File: config.mk
export PLATFORM = sky130hd
export DESIGN_NAME = fpmul_norm_round
export DESIGN_NICKNAME = d
export VERILOG_FILES = /design/src/rtl/fpmul_pkg.sv /design/src/rtl/fpmul_rne_round.sv /design/src/rtl/fpmul_norm_round.sv
export SDC_FILE = /design/constraint.sdc
export NUM_CORES = 1
export LEC_CHECK = 0
export CELL_PAD_IN_SITES_DETAIL_PLACEMENT = 1
export CELL_PAD_IN_SITES_GLOBAL_PLACEMENT = 1
export CORE_MARGIN = 8
export CORE_UTILIZATION = 33
export CTS_CLUSTER_DIAMETER = 100
export CTS_CLUSTER_SIZE = 12
export DETAILED_ROUTE_END_ITERATION = 8
export HOLD_SLACK_MARGIN = 0.08
export MAX_ROUTING_LAYER = met4
export PLACE_DENSITY_LB_ADDON = 0.08
export SETUP_SLACK_MARGIN = 0.4
export SYNTH_ARGS = -nofsm -noshare
export SYNTH_HDL_FRONTEND = slang
export SYNTH_SLANG_ARGS = --single-unit
File: constraint.sdc
create_clock -name clk -period 2.8 [get_ports clk]
set_clock_uncertainty 0.05 [all_clocks]
set_input_delay 0.28 -clock clk [delete_from_list [all_inputs] [get_ports clk]]
set_output_delay 0.28 -clock clk [all_outputs]
set_load 0.005 [all_outputs]
File: src/rtl/fpmul_pkg.sv
// fpmul_pkg: shared widths, constants and the stage-1 record for the fp16
// multiplier normalize/round stage.
//   EXP_W/MAN_W/BIAS : half-precision field widths and exponent bias
//   PROD_W           : width of the {1,fa}*{1,fb} significand product
//   RES_W            : width of a packed half-precision result
//   s1_t             : normalized operand set held between the two stages
package fpmul_pkg;

  localparam int EXP_W   = 5;
  localparam int MAN_W   = 10;
  localparam int BIAS    = 15;
  localparam int EXP_MAX = 31;
  localparam int PROD_W  = 2 * MAN_W + 2;
  localparam int RES_W   = 1 + EXP_W + MAN_W;

  localparam logic [EXP_W-1:0]       EXP_INF  = '1;
  localparam logic [MAN_W-1:0]       MAN_ZERO = '0;
  localparam logic [EXP_W+MAN_W-1:0] MAG_ZERO = '0;

  // e1 is the unbiased exponent after normalization; 8 bits signed covers
  // every reachable value (-15..48) plus the rounding carry.
  typedef struct packed {
    logic              sign;
    logic              zero;
    logic signed [7:0] e1;
    logic [MAN_W-1:0]  mant;
    logic              guard;
    logic              sticky;
  } s1_t;

endpackage

File: src/rtl/fpmul_rne_round.sv
// fpmul_rne_round: combinational round-to-nearest-even plus exponent range
// check for one normalized significand.
//   mant_i/guard_i/sticky_i : truncated fraction and the two rounding bits
//   e1_i                    : unbiased exponent before rounding
//   m_o                     : rounded fraction
//   e2_o                    : exponent field after rounding (valid when in range)
//   ovf_o / unf_o           : rounded exponent at or above EXP_MAX / at or below 0
module fpmul_rne_round
  import fpmul_pkg::*;
(
  input  logic [MAN_W-1:0]  mant_i,
  input  logic              guard_i,
  input  logic              sticky_i,
  input  logic signed [7:0] e1_i,
  output logic [MAN_W-1:0]  m_o,
  output logic [EXP_W-1:0]  e2_o,
  output logic              ovf_o,
  output logic              unf_o
);

  logic              rup;
  logic [MAN_W:0]    sum;
  logic signed [7:0] e2;

  // A carry out of the fraction means the significand rolled over to 2.0;
  // the fraction is then all zeros and the exponent moves up by one.
  always_comb begin
    rup   = guard_i & (sticky_i | mant_i[0]);
    sum   = {1'b0, mant_i} + {{MAN_W{1'b0}}, rup};
    m_o   = sum[MAN_W] ? MAN_ZERO : sum[MAN_W-1:0];
    e2    = e1_i + $signed({7'd0, sum[MAN_W]});
    ovf_o = (int'(e2) >= EXP_MAX);
    unf_o = (int'(e2) <= 0);
    e2_o  = e2[EXP_W-1:0];
  end

endmodule

File: src/rtl/fpmul_norm_round.sv
// fpmul_norm_round: two-stage normalize / round / range-check stage of the
// fp16 multiplier, with valid/ready handshakes on both sides.
//   clk, rst_n                 : clock, synchronous active-low reset
//   in_valid_i / in_ready_o    : upstream handshake
//   in_sign_i                  : result sign (sa ^ sb)
//   in_exp_sum_i               : raw biased exponent sum ea+eb (0..62)
//   in_prod_i                  : 22-bit product {1,fa}*{1,fb}
//   in_zero_i                  : either operand was zero
//   out_valid_o / out_ready_i  : downstream handshake
//   out_result_o               : packed half {sign, exp, frac}
//   out_ovf_o / out_unf_o      : result saturated to infinity / flushed to zero
module fpmul_norm_round
  import fpmul_pkg::*;
(
  input  logic              clk,
  input  logic              rst_n,
  input  logic              in_valid_i,
  output logic              in_ready_o,
  input  logic              in_sign_i,
  input  logic [EXP_W:0]    in_exp_sum_i,
  input  logic [PROD_W-1:0] in_prod_i,
  input  logic              in_zero_i,
  output logic              out_valid_o,
  input  logic              out_ready_i,
  output logic [RES_W-1:0]  out_result_o,
  output logic              out_ovf_o,
  output logic              out_unf_o
);

  logic             s1_valid_q, s1_valid_d;
  s1_t              s1_q, s1_d, s1_new;
  logic             out_valid_q, out_valid_d;
  logic [RES_W-1:0] out_result_q, out_result_d;
  logic             out_ovf_q, out_ovf_d;
  logic             out_unf_q, out_unf_d;

  logic             norm;
  logic             s2_adv;
  logic             accept;
  logic [MAN_W-1:0] rnd_m;
  logic [EXP_W-1:0] rnd_e2;
  logic             rnd_ovf;
  logic             rnd_unf;

  assign s2_adv     = !out_valid_q || out_ready_i;
  assign in_ready_o = !s1_valid_q || s2_adv;
  assign accept     = in_valid_i && in_ready_o;

  // Stage 1: pick the fraction window by the product's leading bit and fold
  // everything below the guard bit into sticky.
  always_comb begin
    norm          = in_prod_i[PROD_W-1];
    s1_new.sign   = in_sign_i;
    s1_new.zero   = in_zero_i;
    s1_new.e1     = 8'(in_exp_sum_i) + 8'(norm) - 8'(BIAS);
    if (norm) begin
      s1_new.mant   = in_prod_i[PROD_W-2 -: MAN_W];
      s1_new.guard  = in_prod_i[MAN_W];
      s1_new.sticky = |in_prod_i[MAN_W-1:0];
    end else begin
      s1_new.mant   = in_prod_i[PROD_W-3 -: MAN_W];
      s1_new.guard  = in_prod_i[MAN_W-1];
      s1_new.sticky = |in_prod_i[MAN_W-2:0];
    end

    s1_d       = s1_q;
    s1_valid_d = s1_valid_q;
    if (accept) begin
      s1_d       = s1_new;
      s1_valid_d = 1'b1;
    end else if (s2_adv) begin
      s1_valid_d = 1'b0;
    end
  end

  fpmul_rne_round u_round (
    .mant_i   (s1_q.mant),
    .guard_i  (s1_q.guard),
    .sticky_i (s1_q.sticky),
    .e1_i     (s1_q.e1),
    .m_o      (rnd_m),
    .e2_o     (rnd_e2),
    .ovf_o    (rnd_ovf),
    .unf_o    (rnd_unf)
  );

  // Stage 2: zero beats overflow beats underflow; the output register only
  // moves when downstream is not stalling it.
  always_comb begin
    out_valid_d  = out_valid_q;
    out_result_d = out_result_q;
    out_ovf_d    = out_ovf_q;
    out_unf_d    = out_unf_q;
    if (s2_adv) begin
      out_valid_d = s1_valid_q;
      if (s1_valid_q) begin
        out_ovf_d = 1'b0;
        out_unf_d = 1'b0;
        if (s1_q.zero) begin
          out_result_d = {s1_q.sign, MAG_ZERO};
        end else if (rnd_ovf) begin
          out_result_d = {s1_q.sign, EXP_INF, MAN_ZERO};
          out_ovf_d    = 1'b1;
        end else if (rnd_unf) begin
          out_result_d = {s1_q.sign, MAG_ZERO};
          out_unf_d    = 1'b1;
        end else begin
          out_result_d = {s1_q.sign, rnd_e2, rnd_m};
        end
      end
    end
  end

  always_ff @(posedge clk) begin
    if (!rst_n) begin
      s1_valid_q   <= 1'b0;
      s1_q         <= '0;
      out_valid_q  <= 1'b0;
      out_result_q <= '0;
      out_ovf_q    <= 1'b0;
      out_unf_q    <= 1'b0;
    end else begin
      s1_valid_q   <= s1_valid_d;
      s1_q         <= s1_d;
      out_valid_q  <= out_valid_d;
      out_result_q <= out_result_d;
      out_ovf_q    <= out_ovf_d;
      out_unf_q    <= out_unf_d;
    end
  end

  assign out_valid_o  = out_valid_q;
  assign out_result_o = out_result_q;
  assign out_ovf_o    = out_ovf_q;
  assign out_unf_o    = out_unf_q;

endmodule

==> results of run 1 <==
-- routing by layer --
layer,vias up,part of all wire [%],routed length [um]
li1,988,-,-
met1,926,50,3008
met2,38,45,2712
met3,2,3.5,208
met4,0,0.55,33
met5,-,0,0
-- flip-flops by register name, indices dropped and copies added, names as in the netlist --
name and cells:
s1_valid_q 1, out_ovf_o 1, s1_q 22, out_unf_o 1, out_result_o 16, out_valid_o 1
-- synth_stat cells (all sizes together) (2+ instances only) --
master / count
nand2: 47
mux2i: 12
nor2b: 4
nor2: 4
dfxtp: 42
xnor2: 11
buf: 7
ha: 6
nand2b: 3
xor2: 6
a21oi: 2
and2: 5
o21ai: 17
and3: 3
nor3: 4
inv: 5
nand4: 4
clkbuf: 7
a21boi: 10
o21a: 4
o211a: 17
nand3: 8
-- power groups by stage --
stage / sequential (mW) / combinational [mW] / clock [mW]
after detailed placement: 0.679 / 0.234 / 0
after CTS: 0.666 / 0.247 / 0.404
final: 0.668 / 0.255 / 0.387
after global placement: 0.678 / 0.233 / 0
after floorplan: 0.670 / 0.131 / 0
after global routing: 0.674 / 0.280 / 0.427
-- worst max-delay path: stages (launching register included) --
cell	delay [ns]
dfxtp_4	0.35
o21a_1	0.20
ha_4	0.18
ha_4	0.15
and4_4	0.15
nand2_4	0.08
nor3_4	0.05
ha_4	0.18
ha_4	0.18
buf_4	0.13
nand2b_1	0.14
nand2_4	0.07
or4_1	0.46
o21ai_1	0.13
a32o_1	0.17
-- repair_timing --
action	4_1_cts	5_1_grt
resized for setup	14	15
setup buffers	10	2
setup endpoints to repair	17	17
pin swaps	12	9
-- logic make-up after synthesis --
| logic type | count (synthesis) | share of synthesized area (%) |
|---|---|---|
| DFF | 42 | 38.40 |
| AOI/OAI and AO/OA | 58 | 20.97 |
| xor gates and xnor gates | 17 | 6.800 |
| muxes | 12 | 5.486 |
| and+or+nand+nor | 89 | 21.09 |
| buffers and inverters | 19 | 3.829 |
| adders and majority gates | 6 | 3.428 |
-- worst paths after layout --
path | slack (ns) | startpoint | endpoint
worst min register to register | 0.40 | out_result_o[8]$_SDFFE_PN0P_ | out_result_o[8]$_SDFFE_PN0P_
worst max register to register | 0.08 | s1_q[2]$_SDFFE_PN0P_ | out_unf_o$_SDFFE_PN0P_
worst max-delay path | 0.08 | s1_q[2]$_SDFFE_PN0P_ | out_unf_o$_SDFFE_PN0P_
worst min-delay path | 0.40 | out_result_o[8]$_SDFFE_PN0P_ | out_result_o[8]$_SDFFE_PN0P_
-- area by class of cell --
| type | instances | area (sq um) |
|---|---|---|
| clock buffer | 6 | 72.57 |
| tap | 77 | 96.34 |
| multi-input combinational | 182 | 1399 |
| fill | 744 | 3262 |
| timing repair buffer | 72 | 676.9 |
| inverter | 5 | 18.77 |
| sequential | 42 | 847.1 |
| clock inverter | 2 | 13.76 |
-- through the flow --
| step | area [sq um] | hold WS, ns | power (mW) |
|---|---|---|---|
| floorplan | 2228 | 0.3685 | 0.8006 |
| global placement | 2843 | 0.3858 | 0.9107 |
| detailed placement | 2843 | 0.3893 | 0.9132 |
| CTS | 3062 | 0.4010 | 1.317 |
| global route | 3124 | 0.4177 | 1.380 |
| finish | 3124 | 0.3953 | 1.310 |
==> results.toml, run 1 <==
[timing]
max_slew_margin_pct = 74.25
setup_viol = 0
max_freq_mhz = 367.5
maxSlewViolCount = 0
tightestPinTransition_ns = 0.3863
setup_slack_ns = 0.07913
setup_tns_ns = 0
finalCritPeriodShare_pct = 97.17
rsz0062_at_grt = "yes"
hold_violations = 0
fin_crit_ns = 2.721

[floorplanning]
io_pins = 54
die_w_um = 97.46
coreArea_sq_mm = 0.006386
start_util_pct = 34.29
floorplan.rows = 29
die_y_um = 97.46
dieArea_sq_mm = 0.009497

[power_and_ir_drop]
intPower_mw = 0.9506
power_frac_comb_pct = 19.5
power_frac_seq_pct = 51.0
ir_drop_mv = 0.2127
p_sw_share_pct = 27.44
p_leak_nw = 1.332
power_density_mw_per_mm2 = 419.3
clockPowerShare_pct = 29.6
switching_power_mw = 0.3595

[status]
status = "finished, final reports clean"

[routing]
post_drt_wl_per_cell_um = 15.45
num_vias = 1954
drc = 0
drt_wl_total_mm = 5.962
drtIter0Drc = 60
viasPerCell = 5.062
postRouteAntennaNets = 0
dr.pass1.iters = 4

[setup_path]
setup.worst_path.end_class = "register"
path_class = "register to register"
arrival_ns = 2.90
worst_r2r_path_depth = 14
start_kind = "register"
critPathRequiredTime_ns = 2.98
critPathMaxFanout = 5

[cts]
cts_tree = "built"
cts_hold_buf = 0
cts_buffers = 5
htree_levels = 2
cts_sinks = 42
clkTransAtPathRegs_ns = 0.08
clkLatencyLatePin_ns = 0.29
clockRootBuffer = "clkbuf_8"
cts_buffer_depth = 2

[synthesis]
synth_nets = 283
yosys.area.top_type = "dfxtp_1"
synth_ff_type = "dfxtp_1"
synthTopCellsByArea = "dfxtp_1 (38%), nand2_1 (8.1%), o211a_1 (7.8%)"
synthArstFlopShare_pct = 0
syn_avg_cell_area_sq_um = 9.011
syn_area_sq_mm = 0.002190
netlist-cell-type-count = 42
postSynthCellCount = 243
seq_area_frac_synth_pct = 38.40
yosys.area.top_type_share_pct = 38.40
yosysWarnings = 0
synth-edff-count = 0
ys_ff_latch = 42

[placed_design]
numPlacedInstances = 366
hpwl_mm = 4.249
dp_slack_ns = -0.02745
port_buffers = 53
gp_congestion = 0.7722

[cells_and_area]
final_nets = 348
instances_no_fill = 386
layout-drive-gt1-share_pct = 17.15
antenna_cells = 0
fin_util_pct = 48.92
synthToLayoutAreaGrowth_pct = 42.69
layout_common_cells = "clkdlybuf4s50_1 (53), nand2_1 (45), dfxtp_1 (39)"
final_common_cell = "clkdlybuf4s50_1"

[global_route]
met3_usage_pct = 2.632
met2_usage_pct = 18.93
use_met1_pct = 16.49
grt_start_max_net_pins = 37
grt_pass1_vias = 2024
grt_antenna_before_repair = 0
grt_pass1_wl_mm = 9.880
grt.total_usage_pct = 12.56
busiest_layer = "met2"
grt_overflow = 0

[flow_run]
drv_cap = 0

[hold_path]
worstHoldPathType = "register to register"
hold_depth = 2
Power figures use the tool's default switching activity.
==> run 2, diff against run 1 <==
CTS_BUF_LIST = sky130_fd_sc_hd__clkbuf_4 sky130_fd_sc_hd__clkbuf_8 sky130_fd_sc_hd__clkbuf_16   (was not set)
==> results.toml, run 2 (synthesis gave the netlist of run 1 again) <==
[timing]
setup_tns_ns = 0
setup_slack_ns = 0.07913
hold_violations = 0
max_freq_mhz = 367.5
holdWs_ns = 0.3953
rsz0062_at_grt = "yes"
tightestPinTransition_ns = 0.3863
maxSlewViolCount = 0
finalCritPeriodShare_pct = 97.17
max_slew_margin_pct = 74.25
fin_crit_ns = 2.721
setup_viol = 0

[global_route]
met3_usage_pct = 2.632
use_met1_pct = 16.58
met2_usage_pct = 18.88
grt.total_usage_pct = 12.58
grt_overflow = 0
busiest_layer = "met2"
grt_start_max_net_pins = 37
grt_antenna_before_repair = 0
grt_pass1_wl_mm = 9.894
grt_pass1_vias = 2021

[cells_and_area]
largest_reg_flops = 22
top_register = "s1_q"
layout-drive-gt1-share_pct = 17.48
antenna_cells = 0
synthToLayoutAreaGrowth_pct = 42.86
instances_no_fill = 386
final_common_cell = "clkdlybuf4s50_1"
final_nets = 348
layout_common_cells = "clkdlybuf4s50_1 (53), nand2_1 (45), dfxtp_1 (39)"
final_area_sq_mm = 0.003128

[floorplanning]
dieArea_sq_mm = 0.009497
coreArea_sq_mm = 0.006386
die_y_um = 97.46
die_w_um = 97.46
io_pins = 54
start_util_pct = 34.29
floorplan.rows = 29

[cts]
clkLatencyLatePin_ns = 0.29
cts_buffers = 5
htree_levels = 2
clockRootBuffer = "clkbuf_8"
cts_hold_buf = 0
cts_sinks = 42
clkTransAtPathRegs_ns = 0.08
cts_buffer_depth = 2
cts_tree = "built"

[placed_design]
dp_slack_ns = -0.02745
port_buffers = 53
placed_area_sq_mm = 0.002843
numPlacedInstances = 366
gp_congestion = 0.7722
hpwl_mm = 4.249

[status]
status = "finished, final reports clean"

[power_and_ir_drop]
p_leak_nw = 1.335
ir_drop_mv = 0.2130
power_density_mw_per_mm2 = 422.0

[setup_path]
reg2reg_slack_ns = 0.08
r2r_end = "out_unf_o$_SDFFE_PN0P_"
path_class = "register to register"
arrival_ns = 2.90
critPathMaxFanout = 5
critPathRequiredTime_ns = 2.98
setup.worst_path.end_class = "register"
start_kind = "register"
worst_r2r_path_depth = 14
timing.rr.start = "s1_q[2]$_SDFFE_PN0P_"

[hold_path]
hold_path_end = "out_result_o[8]$_SDFFE_PN0P_"
hold_depth = 2
worstHoldPathType = "register to register"
hp-start = "out_result_o[8]$_SDFFE_PN0P_"

[flow_run]
drv_cap = 0

[routing]
post_drt_wl_per_cell_um = 15.45
drtIter0Drc = 57
viasPerCell = 5.067
drt_wl_total_mm = 5.962
drc = 0
postRouteAntennaNets = 0
dr.pass1.iters = 4
num_vias = 1956
run 2: area by class of cell:
| cell class | instances | area [sq um] |
|---|---|---|
| clock buffers | 6 | 76.32 |
| well taps | 77 | 96.34 |
| flip-flops and latches | 42 | 847.1 |
| clock inverters | 2 | 13.76 |
| multi-input cells | 182 | 1399 |
| fillers | 745 | 3258 |
| repair buffers | 72 | 676.9 |
| inverters | 5 | 18.77 |
run 2: power breakdown:
group	switching (mW)	internal, mW
clock network	0.211	0.186
logic	0.111	0.144
registers	0.0372	0.630
total	0.360	0.960
run 2: through the flow:
step / power (mW) / util, %
floorplan: 0.8006 / -
global placement: 0.9107 / 44.51
detailed placement: 0.9132 / 44.51
CTS: 1.326 / 48.00
global route: 1.391 / 48.98
finish: 1.320 / 48.98
run 2: how the worst max path moves through the flow:
stage                         startpoint                      endpoint  depth (start not counted)
floorplan           s1_q[2]$_SDFFE_PN0P_        out_ovf_o$_SDFFE_PN0P_                         13
global placement    s1_q[0]$_SDFFE_PN0P_        out_unf_o$_SDFFE_PN0P_                         13
detailed placement  s1_q[0]$_SDFFE_PN0P_        out_ovf_o$_SDFFE_PN0P_                         13
CTS                 s1_q[2]$_SDFFE_PN0P_        out_unf_o$_SDFFE_PN0P_                         13
global route        s1_q[0]$_SDFFE_PN0P_  out_result_o[0]$_SDFFE_PN0P_                         13
finish              s1_q[2]$_SDFFE_PN0P_        out_unf_o$_SDFFE_PN0P_                         14
run 2: repair_timing:
item,4_1_cts,5_1_grt
pin swaps,12,9
gates resized for setup,14,15
buffers inserted,10,2
setup endpoints to repair,17,17
run 2: worst max-delay path, cell delays in order (launching register included):
cell and delay (ns):
dfxtp_4 0.35, o21a_1 0.20, ha_4 0.18, ha_4 0.15, and4_4 0.15, nand2_4 0.08, nor3_4 0.05, ha_4 0.18
ha_4 0.18, buf_4 0.13, nand2b_1 0.14, nand2_4 0.07, or4_1 0.46, o21ai_1 0.13, a32o_1 0.17
run 2: routing by layer:
metal	wire length [um]	part of all wire [%]
met2	2713	46
met3	208	3.5
met5	0	0
met4	33	0.55
met1	3007	50
